### src/rtl/seq_divider_pkg.sv
`timescale 1ns/1ps
`default_nettype none
// ============================================================================
// seq_divider_pkg : shared state type and default width for seq_divider
// Rev 1.0
// ============================================================================
package seq_divider_pkg;

  localparam int DIV_WIDTH = 32;

  typedef enum logic [2:0] {
    IDLE  = 3'd0,
    SETUP = 3'd1,
    ITER  = 3'd2,
    FIX   = 3'd3,
    DONE  = 3'd4
  } div_state_t;

endpackage
`default_nettype wire

### src/rtl/seq_divider_div_step.sv
`timescale 1ns/1ps
`default_nettype none
// ============================================================================
// div_step : one combinational restoring shift-subtract step
// Rev 1.0
// ============================================================================
module div_step #(
  parameter int WIDTH = 32
) (
  input  logic [WIDTH-1:0] rem_i,
  input  logic             bit_i,
  input  logic [WIDTH-1:0] div_i,
  output logic [WIDTH-1:0] rem_o,
  output logic             q_o
);

  logic [WIDTH:0] shifted;
  logic [WIDTH:0] diff;

  assign shifted = {rem_i, bit_i};
  assign diff    = shifted - {1'b0, div_i};

  // rem_i < div_i keeps shifted < 2*div_i, so the top bit of diff is a clean borrow
  assign q_o   = ~diff[WIDTH];
  assign rem_o = q_o ? diff[WIDTH-1:0] : shifted[WIDTH-1:0];

endmodule
`default_nettype wire

### src/rtl/seq_divider.sv
`timescale 1ns/1ps
`default_nettype none
// ============================================================================
// seq_divider : multi-cycle restoring divider, C = {remainder, quotient}.
// Define DIV_SIGNED_EN for two's-complement operands (default: unsigned).
// Rev 1.0
// ============================================================================
module seq_divider
  import seq_divider_pkg::*;
#(
  parameter int WIDTH = DIV_WIDTH
) (
  input  logic               clk,
  input  logic               rst_n,
  input  logic               start,
  input  logic [WIDTH-1:0]   A,
  input  logic [WIDTH-1:0]   B,
  output logic               busy,
  output logic               done,
  output logic [2*WIDTH-1:0] C,
  output logic               div_by_zero
);

  localparam int               CNT_W    = $clog2(WIDTH + 1);
  localparam logic [CNT_W-1:0] CNT_INIT = CNT_W'(WIDTH);
  localparam logic [CNT_W-1:0] CNT_ONE  = CNT_W'(1);

  div_state_t         state_q;
  logic [WIDTH-1:0]   a_q;
  logic [WIDTH-1:0]   b_q;
  logic [WIDTH-1:0]   rem_q;
  logic [WIDTH-1:0]   quo_q;
  logic [CNT_W-1:0]   cnt_q;
  logic               busy_q;
  logic               done_q;
  logic               dbz_q;
  logic [2*WIDTH-1:0] c_q;
`ifdef DIV_SIGNED_EN
  logic               neg_quo_q;
  logic               neg_rem_q;
`endif

  logic [WIDTH-1:0]   rem_d;
  logic               qbit_d;

  div_step #(.WIDTH(WIDTH)) u_step (
    .rem_i (rem_q),
    .bit_i (quo_q[WIDTH-1]),
    .div_i (b_q),
    .rem_o (rem_d),
    .q_o   (qbit_d)
  );

  always_ff @(posedge clk or negedge rst_n) begin
    if (!rst_n) begin
      state_q   <= IDLE;
      a_q       <= '0;
      b_q       <= '0;
      rem_q     <= '0;
      quo_q     <= '0;
      cnt_q     <= '0;
      busy_q    <= 1'b0;
      done_q    <= 1'b0;
      dbz_q     <= 1'b0;
      c_q       <= '0;
`ifdef DIV_SIGNED_EN
      neg_quo_q <= 1'b0;
      neg_rem_q <= 1'b0;
`endif
    end else begin
      done_q <= 1'b0;
      case (state_q)
        IDLE: begin
          if (start) begin
            a_q     <= A;
            b_q     <= B;
            busy_q  <= 1'b1;
            dbz_q   <= 1'b0;
            state_q <= SETUP;
          end
        end
        SETUP: begin
          rem_q <= '0;
          cnt_q <= CNT_INIT;
          if (b_q == '0) begin
            // a_q is still the raw dividend here, so the zero-divisor result uses it unmodified
            c_q     <= {a_q, {WIDTH{1'b1}}};
            dbz_q   <= 1'b1;
            state_q <= DONE;
          end else begin
`ifdef DIV_SIGNED_EN
            neg_quo_q <= a_q[WIDTH-1] ^ b_q[WIDTH-1];
            neg_rem_q <= a_q[WIDTH-1];
            quo_q     <= a_q[WIDTH-1] ? -a_q : a_q;
            b_q       <= b_q[WIDTH-1] ? -b_q : b_q;
`else
            quo_q     <= a_q;
`endif
            state_q <= ITER;
          end
        end
        ITER: begin
          rem_q <= rem_d;
          quo_q <= {quo_q[WIDTH-2:0], qbit_d};
          cnt_q <= cnt_q - CNT_ONE;
          if (cnt_q == CNT_ONE) begin
            state_q <= FIX;
          end
        end
        FIX: begin
`ifdef DIV_SIGNED_EN
          c_q <= {neg_rem_q ? -rem_q : rem_q, neg_quo_q ? -quo_q : quo_q};
`else
          c_q <= {rem_q, quo_q};
`endif
          state_q <= DONE;
        end
        DONE: begin
          done_q  <= 1'b1;
          busy_q  <= 1'b0;
          state_q <= IDLE;
        end
        default: state_q <= IDLE;
      endcase
    end
  end

  assign busy        = busy_q;
  assign done        = done_q;
  assign C           = c_q;
  assign div_by_zero = dbz_q;

endmodule
`default_nettype wire

### config.mk
export PLATFORM = sky130hd
export DESIGN_NAME = seq_divider
export DESIGN_NICKNAME = d
export VERILOG_FILES = /design/src/rtl/seq_divider_pkg.sv /design/src/rtl/seq_divider_div_step.sv /design/src/rtl/seq_divider.sv
export SDC_FILE = /design/constraint.sdc
export NUM_CORES = 1
export LEC_CHECK = 0
export ABC_AREA = 1
export CORE_ASPECT_RATIO = 1.25
export CORE_MARGIN = 2
export CORE_UTILIZATION = 38
export CTS_BUF_LIST = sky130_fd_sc_hd__clkbuf_4 sky130_fd_sc_hd__clkbuf_8
export DETAILED_ROUTE_END_ITERATION = 16
export GPL_TIMING_DRIVEN = 0
export PLACE_DENSITY_LB_ADDON = 0.3
export SYNTH_ARGS = -nofsm -noshare
export SYNTH_HDL_FRONTEND = slang
export SYNTH_SLANG_ARGS = --single-unit
### constraint.sdc
create_clock -name clk -period 5.9 [get_ports clk]
set_clock_uncertainty 0.15 [all_clocks]
set_input_delay 1.18 -clock clk [delete_from_list [all_inputs] [get_ports clk]]
set_output_delay 1.18 -clock clk [all_outputs]
set_load 0.02 [all_outputs]
==> run summary, run 1 <==
In the final layout, flip-flops and latches occupy 0.005105 sq mm. Across the run, the number of max-cap violations was 0. The overall track demand over capacity in global routing was 23.07%; the total routed wirelength was 35,780 um. The first detailed-routing pass took 5 iterations. The critical path goes through clkdlybuf4s50_1 > o211ai_1 > nor2_2 > buf_2 > clkbuf_1 > o21ai_0.

For the total number of clock tree sinks, the log shows 204. Leaving out fill and tap cells, the most frequent cell in the layout is sky130_fd_sc_hd__nand2_1. The placer congestion estimate was 0.9508. The tools report the initial antenna violation count as 0.

The overall overflow remaining after global route is 0, and the number of placed cells counting well taps is 2,158. The post-detailed-route DRC marker count came out at 0. The global-route wire length before repair is 58,220 um, and the placeable core area is 0.03012 sq mm. Once the floorplan was initialized, standard cells occupied 38.55% of the core.

Internal power contribution: 4.566 mW. The run gives 0 as the total count of hold-check failures in the final report. The number of global-route vias before repair is 11,130, and the final standard cell count with taps included and fillers excluded is 2,218. The number of clock buffers inserted by TritonCTS was 35; the pin slew with the least headroom to its limit was 0.8874 ns. The final cell utilization of the core is 47.11%, and the post-place instance area is 0.01348 sq mm.

Summing all non-filler instances in the final layout gives an area of 0.01419 sq mm. The final worst-path cycle share came out at 51.14%. The count of vias placed by the detailed router is 10,680. The layout cell share with drive strength beyond 1 was 7.100%; the fraction of power consumed by combinational cells was 56.3%.

Measured along the y axis, the die boundary spans 199.4 um. Relative to the synthesized area, the layout overhead comes to 22.19%. The run finished with clean final reports.

The switching power as a share of total power came out at 48.69%. The count of inserted antenna diode cells was 0; the number of synthesized flops with an enable pin was 0. STA classifies the critical path endpoint as a register. The mean post-synth cell area is 7.153 sq um, and the per-cell via count in the routed design is 4.817. In this run the static leakage power is 7.480 nW. The fraction of registers with async set or reset after synthesis was 100.0%. On the critical path, the stage with the largest delay is an instance of sky130_fd_sc_hd__clkdlybuf4s50_1.

For the number of H-tree levels, the log shows 2. The type of the setup path with the least slack was in -> reg. The delay of the slowest critical-path stage was 0.53 ns. The final max-slew violation count came out at 0. Setup repair after global routing left no endpoint under its margin. The count of buffers inserted at the top-level ports is 133. Measured against its own limit, the worst slew margin works out to 40.84%.

The netlist uses 44 different library cells. The worst path meets setup with 2.883 ns of slack. The clock network is responsible for 14.8% of the overall power. The tools report the post-cts resize count as 0. Synthesis produced 1,623 cells.

The top achievable clock speed is 0.3314 GHz, and the proportion of synthesized chip area in sequential cells is 43.97%. Counting along the longest clock path gives a buffer depth of 3. Highest metal layer used by the detailed router: met4. During I/O placement, the number of pins put on the boundary was 134. For this design the total switching power over the nets is 4.333 mW. In this run the power density over the cells is 627.3 mW/mm^2. In this run the horizontal extent of the chip is 160.3 um.

Setup violations remaining at the end of the flow were counted as 0. The total met2 wirelength after detailed routing is 17,970 um, and the largest net degree at the start of global routing is 113. Summing every instance area after synthesis gives 0.01161 sq mm. The average wire per cell in the routed design works out to 16.13 um. Counting the fill cells in the layout gives 2,992. The total half-perimeter wirelength after legalization and detailed placement was 27,670 um; the count of synthesis-stage warnings from yosys was 0. In the layout the commonest cells are sky130_fd_sc_hd__nand2_1 (620), sky130_fd_sc_hd__inv_1 (211), sky130_fd_sc_hd__dfrtp_1 (204). The die covers 0.03198 sq mm.

The tools report the startpoint type of the worst setup path as an input port. In this run, flip-flops and latches consume 28.9% of the power. The detailed router put a total of 14,980 um of wire on met1. TritonCTS built the clock tree.

The final layout contains 1,896 nets. The most used flip-flop cell after synthesis is sky130_fd_sc_hd__dfrtp_1. STA puts the critical path data arrival time at 3.25 ns.

The tools report the post-CTS setup repair buffer count as 0. The type of the worst min-delay path is reg -> reg. IR analysis of the VDD net gives a maximum drop of 293.6 uV. The footprint of the multi-input gates was 0.005349 sq mm; the maximum net fanout on the critical path was 10.

In this run the remaining antenna-violating nets after routing total 0. When the netlist entered floorplanning its net count stood at 1,725. The detailed router finished its first iteration with 655 violations. The clock insertion delay at the later pin of the skew report is 0.53 ns, and the register bit total from synthesis is 204. The number of rows in the core area is 71, and the final critical path time including I/O delays and setup is 3.017 ns. For the number of hold-repair buffers added at the cts stage, the log shows 0. The tools report the clock tree root driver cell as sky130_fd_sc_hd__clkbuf_8. STA puts the critical path data required time at 6.13 ns.

At the placement stage, the worst setup path has a slack of 2.346 ns. Clock-pin slew was measured on the worst setup and hold paths at 0.07 ns. Wire segments on met3 add up to 1459 um in the final route.
power by group through the flow:
stage | combinational (mW) | sequential (mW) | clock (mW)
2_1_floorplan | 3.15 | 2.66 | 0
3_3_place_gp | 4.91 | 2.57 | 0
3_5_place_dp | 4.99 | 2.57 | 0
4_1_cts | 5.03 | 2.56 | 1.35
5_1_grt | 5.66 | 2.64 | 1.41
6_report | 5.01 | 2.57 | 1.32
synth_stat cells, types with 2 or more instances:
cell type / n / share of area [%]
sky130_fd_sc_hd__ha_1: 34 / 3.7
sky130_fd_sc_hd__inv_2: 11 / 0.36
sky130_fd_sc_hd__nand2_4: 6 / 0.58
sky130_fd_sc_hd__nor4_1: 8 / 0.43
sky130_fd_sc_hd__buf_2: 18 / 0.78
sky130_fd_sc_hd__dfrtp_1: 204 / 44
sky130_fd_sc_hd__nand2_2: 10 / 0.54
sky130_fd_sc_hd__buf_1: 2 / 0.065
sky130_fd_sc_hd__o21ai_0: 105 / 4.5
sky130_fd_sc_hd__mux2i_1: 21 / 1.8
sky130_fd_sc_hd__o21ai_1: 6 / 0.26
sky130_fd_sc_hd__nand4_1: 10 / 0.54
sky130_fd_sc_hd__buf_6: 6 / 0.58
sky130_fd_sc_hd__a21oi_2: 2 / 0.15
sky130_fd_sc_hd__nor2_2: 3 / 0.16
sky130_fd_sc_hd__nor3_2: 2 / 0.17
sky130_fd_sc_hd__a21oi_1: 48 / 2.1
sky130_fd_sc_hd__clkbuf_1: 30 / 0.97
sky130_fd_sc_hd__inv_1: 211 / 6.8
sky130_fd_sc_hd__nor2_1: 127 / 4.1
sky130_fd_sc_hd__nor3_1: 7 / 0.30
sky130_fd_sc_hd__clkinv_1: 2 / 0.065
sky130_fd_sc_hd__xnor2_1: 16 / 1.2
sky130_fd_sc_hd__and2_1: 4 / 0.22
sky130_fd_sc_hd__nand3_1: 90 / 3.9
sky130_fd_sc_hd__buf_4: 3 / 0.19
sky130_fd_sc_hd__nand2_1: 620 / 20
cells by family (layout without fill, tap and decap cells):
logic type / count (synthesis) / count (layout) / share of synthesized area (%)
flip-flops: 204 / 204 / 43.97
adder cells (fa/ha/maj): 35 / 35 / 3.837
XOR/XNOR: 16 / 16 / 1.207
AO/OA/AOI/OAI: 169 / 169 / 7.598
AND/OR/NAND/NOR: 894 / 894 / 31.62
buffers and inverters: 284 / 478 / 9.958
multiplexers: 21 / 21 / 1.811
stage by stage:
stage	hold WS [ns]	TNS (ns)	power [mW]
final	0.3430	0	8.898
after global routing	0.3617	0	9.712
after CTS	0.3398	0	8.934
after detailed placement	0.3236	0	7.565
after global placement	0.3154	-1032.53	7.483
after floorplan	0.2988	0	5.810
state kept, by name, summed over array words and instances (netlist names):
name	flops
div_by_zero	1
quo_q	32
rem_q	32
a_q	32
state_q	3
done	1
cnt_q	6
b_q	32
C	64
busy	1
critical path, delay by kind of cell:
family          cells  cell delay, ns
compound gates      2            0.29
buf+inv             3            1.37
simple gates        1            0.40
layer usage:
metal,global-route usage [%],vias up
met4,10.14,0
met2,41.88,286
met3,2.823,76
met5,0,-
met1,27.54,4942
li1,-,5379
final cells by class:
type,instances,share of cell area [%]
multi-input combinational,1135,37.71
sequential,204,35.99
inverter,224,5.927
tap,401,3.537
timing repair buffer,134,9.614
clock buffer,54,4.754
buffer,60,2.223
clock inverter,6,0.2558
worst paths after layout:
check	start	to	slack [ns]	cells after the start
worst max register to register	quo_q[31]	rem_q[0]	3.08	17
worst min-delay path	quo_q[26]	quo_q[26]	0.34	2
min in group asynchronous	rst_n	C[7]	0.57	1
worst max-delay path	start	b_q[5]	2.88	6
max in group asynchronous	rst_n	C[56]	4.09	2
worst min register to register	quo_q[26]	quo_q[26]	0.34	2
(Power assumes the default switching activity.)
==> run 2: changes to the inputs <==
==> constraint.sdc (replaced) <==
create_clock -name clk -period 3.2 [get_ports clk]
set_clock_uncertainty 0.15 [all_clocks]
set_input_delay 0.64 -clock clk [delete_from_list [all_inputs] [get_ports clk]]
set_output_delay 0.64 -clock clk [all_outputs]
set_load 0.02 [all_outputs]
==> results of run 2 <==
The final DEF is identical to that of run 1. Status: finished, final reports clean.
Main changes from that run: setup slack after placement 2.346 ns -> 0.1856 ns; clock-pin slew on the worst setup and hold paths 0.07 ns -> 0.06 ns; setup slack after layout 2.883 ns -> 0.3798 ns; hold slack 0.3430 ns -> 0.02562 ns; start point of the critical path start -> quo_q[31]; end point of the critical path b_q[5] -> rem_q[0]; register-to-register setup slack 3.08 ns -> 0.38 ns; total power 8.898 mW -> 16.41 mW; worst IR drop on VDD 293.6 uV -> 541.3 uV
==> run 3: changes to the inputs <==
--- a/config.mk
+++ b/config.mk
@@ -10,9 +10,11 @@
 export CORE_MARGIN = 2
 export CORE_UTILIZATION = 38
 export CTS_BUF_LIST = sky130_fd_sc_hd__clkbuf_4 sky130_fd_sc_hd__clkbuf_8
+export CTS_CLUSTER_SIZE = 10
 export DETAILED_ROUTE_END_ITERATION = 16
 export GPL_TIMING_DRIVEN = 0
 export PLACE_DENSITY_LB_ADDON = 0.3
 export SYNTH_ARGS = -nofsm -noshare
 export SYNTH_HDL_FRONTEND = slang
 export SYNTH_SLANG_ARGS = --single-unit
+export TNS_END_PERCENT = 20
==> run 3 against run 2 <==
Against the previous run: worst hold slack improved by 0.0079 ns; fmax about the same; total power decreased by 0.18%; flip-flop and latch count unchanged; cell area fell by 0.11%; cell count unchanged; via count up 0.12%; first-iteration DRC count rose by 7.9%; setup slack got worse by 0.00071 ns; core utilization hardly changed.
==> run summary, run 3 (synthesis gave the netlist of run 1 again) <==
The logs give 38.55% (unchanged) for the starting density of the core and 0 (unchanged) for the remaining number of nets flagged by the antenna check after routing. For the number of hold-repair buffers added at the cts stage, the log shows 0 (unchanged). The type of the setup path with the least slack was reg -> reg (unchanged). Vertical extent of the die: 199.4 um (unchanged). Cell class contributing the biggest share of worst-path delay: simple AND/OR/NAND/NOR gates (unchanged). The logs give 2,158 (unchanged) for the number of placed cells counting well taps and 35 (unchanged) for the number of clock buffers inserted by TritonCTS. The final cell utilization of the core is 47.06% (was 47.11%), and the number of nets in the finished design is 1,896 (unchanged). The maximum net fanout on the critical path is 10 (unchanged), and the number of H-tree levels is 2 (unchanged).

The number of rows in the core area is 71 (unchanged), and the average wire per cell in the routed design is 16.15 um (was 16.13 um). CP Cell Sequence: inv_1 > ha_1 > inv_1 > fa_1 > nand2_1 > nand2_1 > nand3_2 > nand2_2 > nand2_2 > nand2_4 > nand2_4 > nand2_4 > nand2_4 > buf_2 > nand3_1 > nand3_1 > nand2_1 (unchanged). The data arrival time of the critical path is 3.09 ns (was 3.08 ns). Setup repair after global routing left no endpoint under its margin. The cell with the most instances on the worst path is sky130_fd_sc_hd__nand2_4 (unchanged). The logs give 2,992 (unchanged) for the number of fillers in the final layout and 11,130 (unchanged) for the number of global-route vias before repair.

The final-report setup violation count is 0 (unchanged). The logs give 0.03198 sq mm (unchanged) for the die footprint and 0.53 ns (about the same) for the clock insertion delay at the later pin of the skew report. Post-detailed-route DRC marker count: 0 (unchanged).

For the count of vias placed by the detailed router, the log shows 10,700 (was 10,680). The count of buffers inserted at the top-level ports came out at 133 (unchanged). For the initial antenna violation count, the log shows 0 (unchanged).

For the total number of clock tree sinks, the log shows 204 (unchanged). The logs give 27,670 um (unchanged) for the total half-perimeter wirelength after legalization and detailed placement and 540.8 uV (was 541.3 uV) for the maximum ir drop on the vdd rail. The final max-slew violation count was 0 (unchanged); the top achievable clock speed was 0.3545 GHz (was 0.3546 GHz). The flip-flop count of the largest register, all copies and words added is 64 (unchanged), and the width of the chip is 160.3 um (unchanged). The tools report the post-CTS setup repair buffer count as 0 (unchanged). For the largest net degree at the start of global routing, the log shows 113 (unchanged). The flow ran to the end, and the final reports show no timing, DRC or antenna violations. The overall overflow remaining after global route came out at 0 (unchanged). The most common library cell in the layout ignoring fill and taps is sky130_fd_sc_hd__nand2_1 (unchanged). The type of the worst min-delay path was in -> async (unchanged).

The startpoint type of the worst setup path is a register (unchanged). The run gives 707 (was 655) as the initial detailed-routing violation count. The power per cell area works out to 1156 mW/mm^2 (was 1157 mW/mm^2). The placeable core area was 0.03012 sq mm (unchanged). Count of buffering cells on the critical path with inverters included: 3 (unchanged). The total routed wirelength was 35,810 um (was 35,780 um); the final worst-path cycle share was 88.15% (was 88.13%). TritonCTS built the clock tree. The logs give 7.475 nW (was 7.480 nW) for the leakage dissipation and 3.46 ns (about the same) for the required time at the worst-slack endpoint. Pin slew with the least headroom to its limit: 0.8869 ns (was 0.8874 ns).

The clock-pin slew on the worst setup and hold paths is 0.06 ns (about the same), and the worst setup slack after layout is 0.3791 ns (was 0.3798 ns). The delay of the slowest critical-path stage works out to 0.40 ns (about the same). Clock tree root driver cell: sky130_fd_sc_hd__clkbuf_8 (unchanged).

The logs give 0.1856 ns (unchanged) for the worst setup slack after placement and 0 (unchanged) for the count of inserted antenna diode cells. The setup TNS after final layout was 0 ns (unchanged); the final standard cell count with taps included and fillers excluded was 2,218 (unchanged). The number of maximum-capacitance constraint violations came out at 0 (unchanged).

The worst relative slew slack is 40.87% (was 40.84%). The layout cell share with drive strength beyond 1 is 7.100% (unchanged). Commonest cells after routing, fill and taps aside: sky130_fd_sc_hd__nand2_1 (620), sky130_fd_sc_hd__inv_1 (211), sky130_fd_sc_hd__dfrtp_1 (204) (unchanged).

The logs give 0 (unchanged) for the total count of hold-check failures in the final report and 0.9508 (unchanged) for the placer congestion estimate. The area growth from synthesis to final layout works out to 22.06% (was 22.19%). Per-cell via count in the routed design: 4.822 (was 4.817). The run gives 58,190 um (was 58,220 um) as the global-route wire length before repair. The final critical path time including I/O delays and setup was 2.821 ns (was 2.820 ns).

Maximum clock insertion buffer count: 3 (unchanged). Element type at the critical path end: a register (unchanged). For the number of top-level pins, the log shows 134 (unchanged). The cell with the largest stage delay on the worst path is sky130_fd_sc_hd__fa_1 (unchanged). The area used by sequential logic in the layout was 0.005105 sq mm (unchanged); the number of detailed-route iterations in the first pass was 5 (unchanged). The post-cts resize count was 0 (unchanged). The overall track demand over capacity in global routing came out at 23.06% (was 23.07%). The footprint of the multi-input gates was 0.005349 sq mm (unchanged).
run 3: changes by cell type in the layout (fill, tap and decap cells not counted):
cell	change
sky130_fd_sc_hd__clkbuf_8	-2
sky130_fd_sc_hd__clkbuf_4	+1
sky130_fd_sc_hd__clkinv_2	+1
run 3: cell type report:
class	count	share of cell area, %
inverter	224	5.933
buffer	60	2.225
sequential	204	36.02
tap	401	3.541
clock buffer	53	4.618
timing repair buffer	134	9.624
multi-input combinational	1135	37.74
clock inverter	7	0.2914
run 3: routing by layer:
metal / part of all wire (%) / global-route usage, % / vias to the layer above / wire [um]
met5: 0 / 0 / - / 0
met4: 3.7 / 10.14 / 0 / 1339
met3: 3.9 / 2.781 / 69 / 1389
met2: 50 / 41.86 / 274 / 18040
met1: 42 / 27.56 / 4966 / 15040
li1: - / - / 5387 / -
run 3: final timing paths:
path / cells after the start / slack [ns] / start / endpoint
worst min register to register: 2 / 0.34 / quo_q[21] / quo_q[21]
max in group asynchronous: 2 / 1.92 / rst_n / rem_q[29]
worst max-delay path: 17 / 0.38 / quo_q[31] / rem_q[0]
worst min-delay path: 1 / 0.03 / rst_n / C[6]
min in group clk: 2 / 0.34 / quo_q[21] / quo_q[21]
worst max register to register: 17 / 0.38 / quo_q[31] / rem_q[0]
run 3: power breakdown:
| group | switching [mW] | leakage, nW | internal, mW |
|---|---|---|---|
| clock | 1.09 | 0.374 | 1.31 |
| sequential | 0.946 | 2.53 | 3.79 |
| combinational | 5.96 | 4.57 | 3.29 |
| total | 7.99 | 7.47 | 8.38 |
run 3: stage by stage:
step	area, sq um	power [mW]	hold WS [ns]
floorplan	11610	10.71	0.1944
global placement	13440	13.80	0.3154
detailed placement	13480	13.95	0.3236
CTS	14170	16.43	0.07991
global route	14170	17.87	0.1030
finish	14170	16.38	0.03355
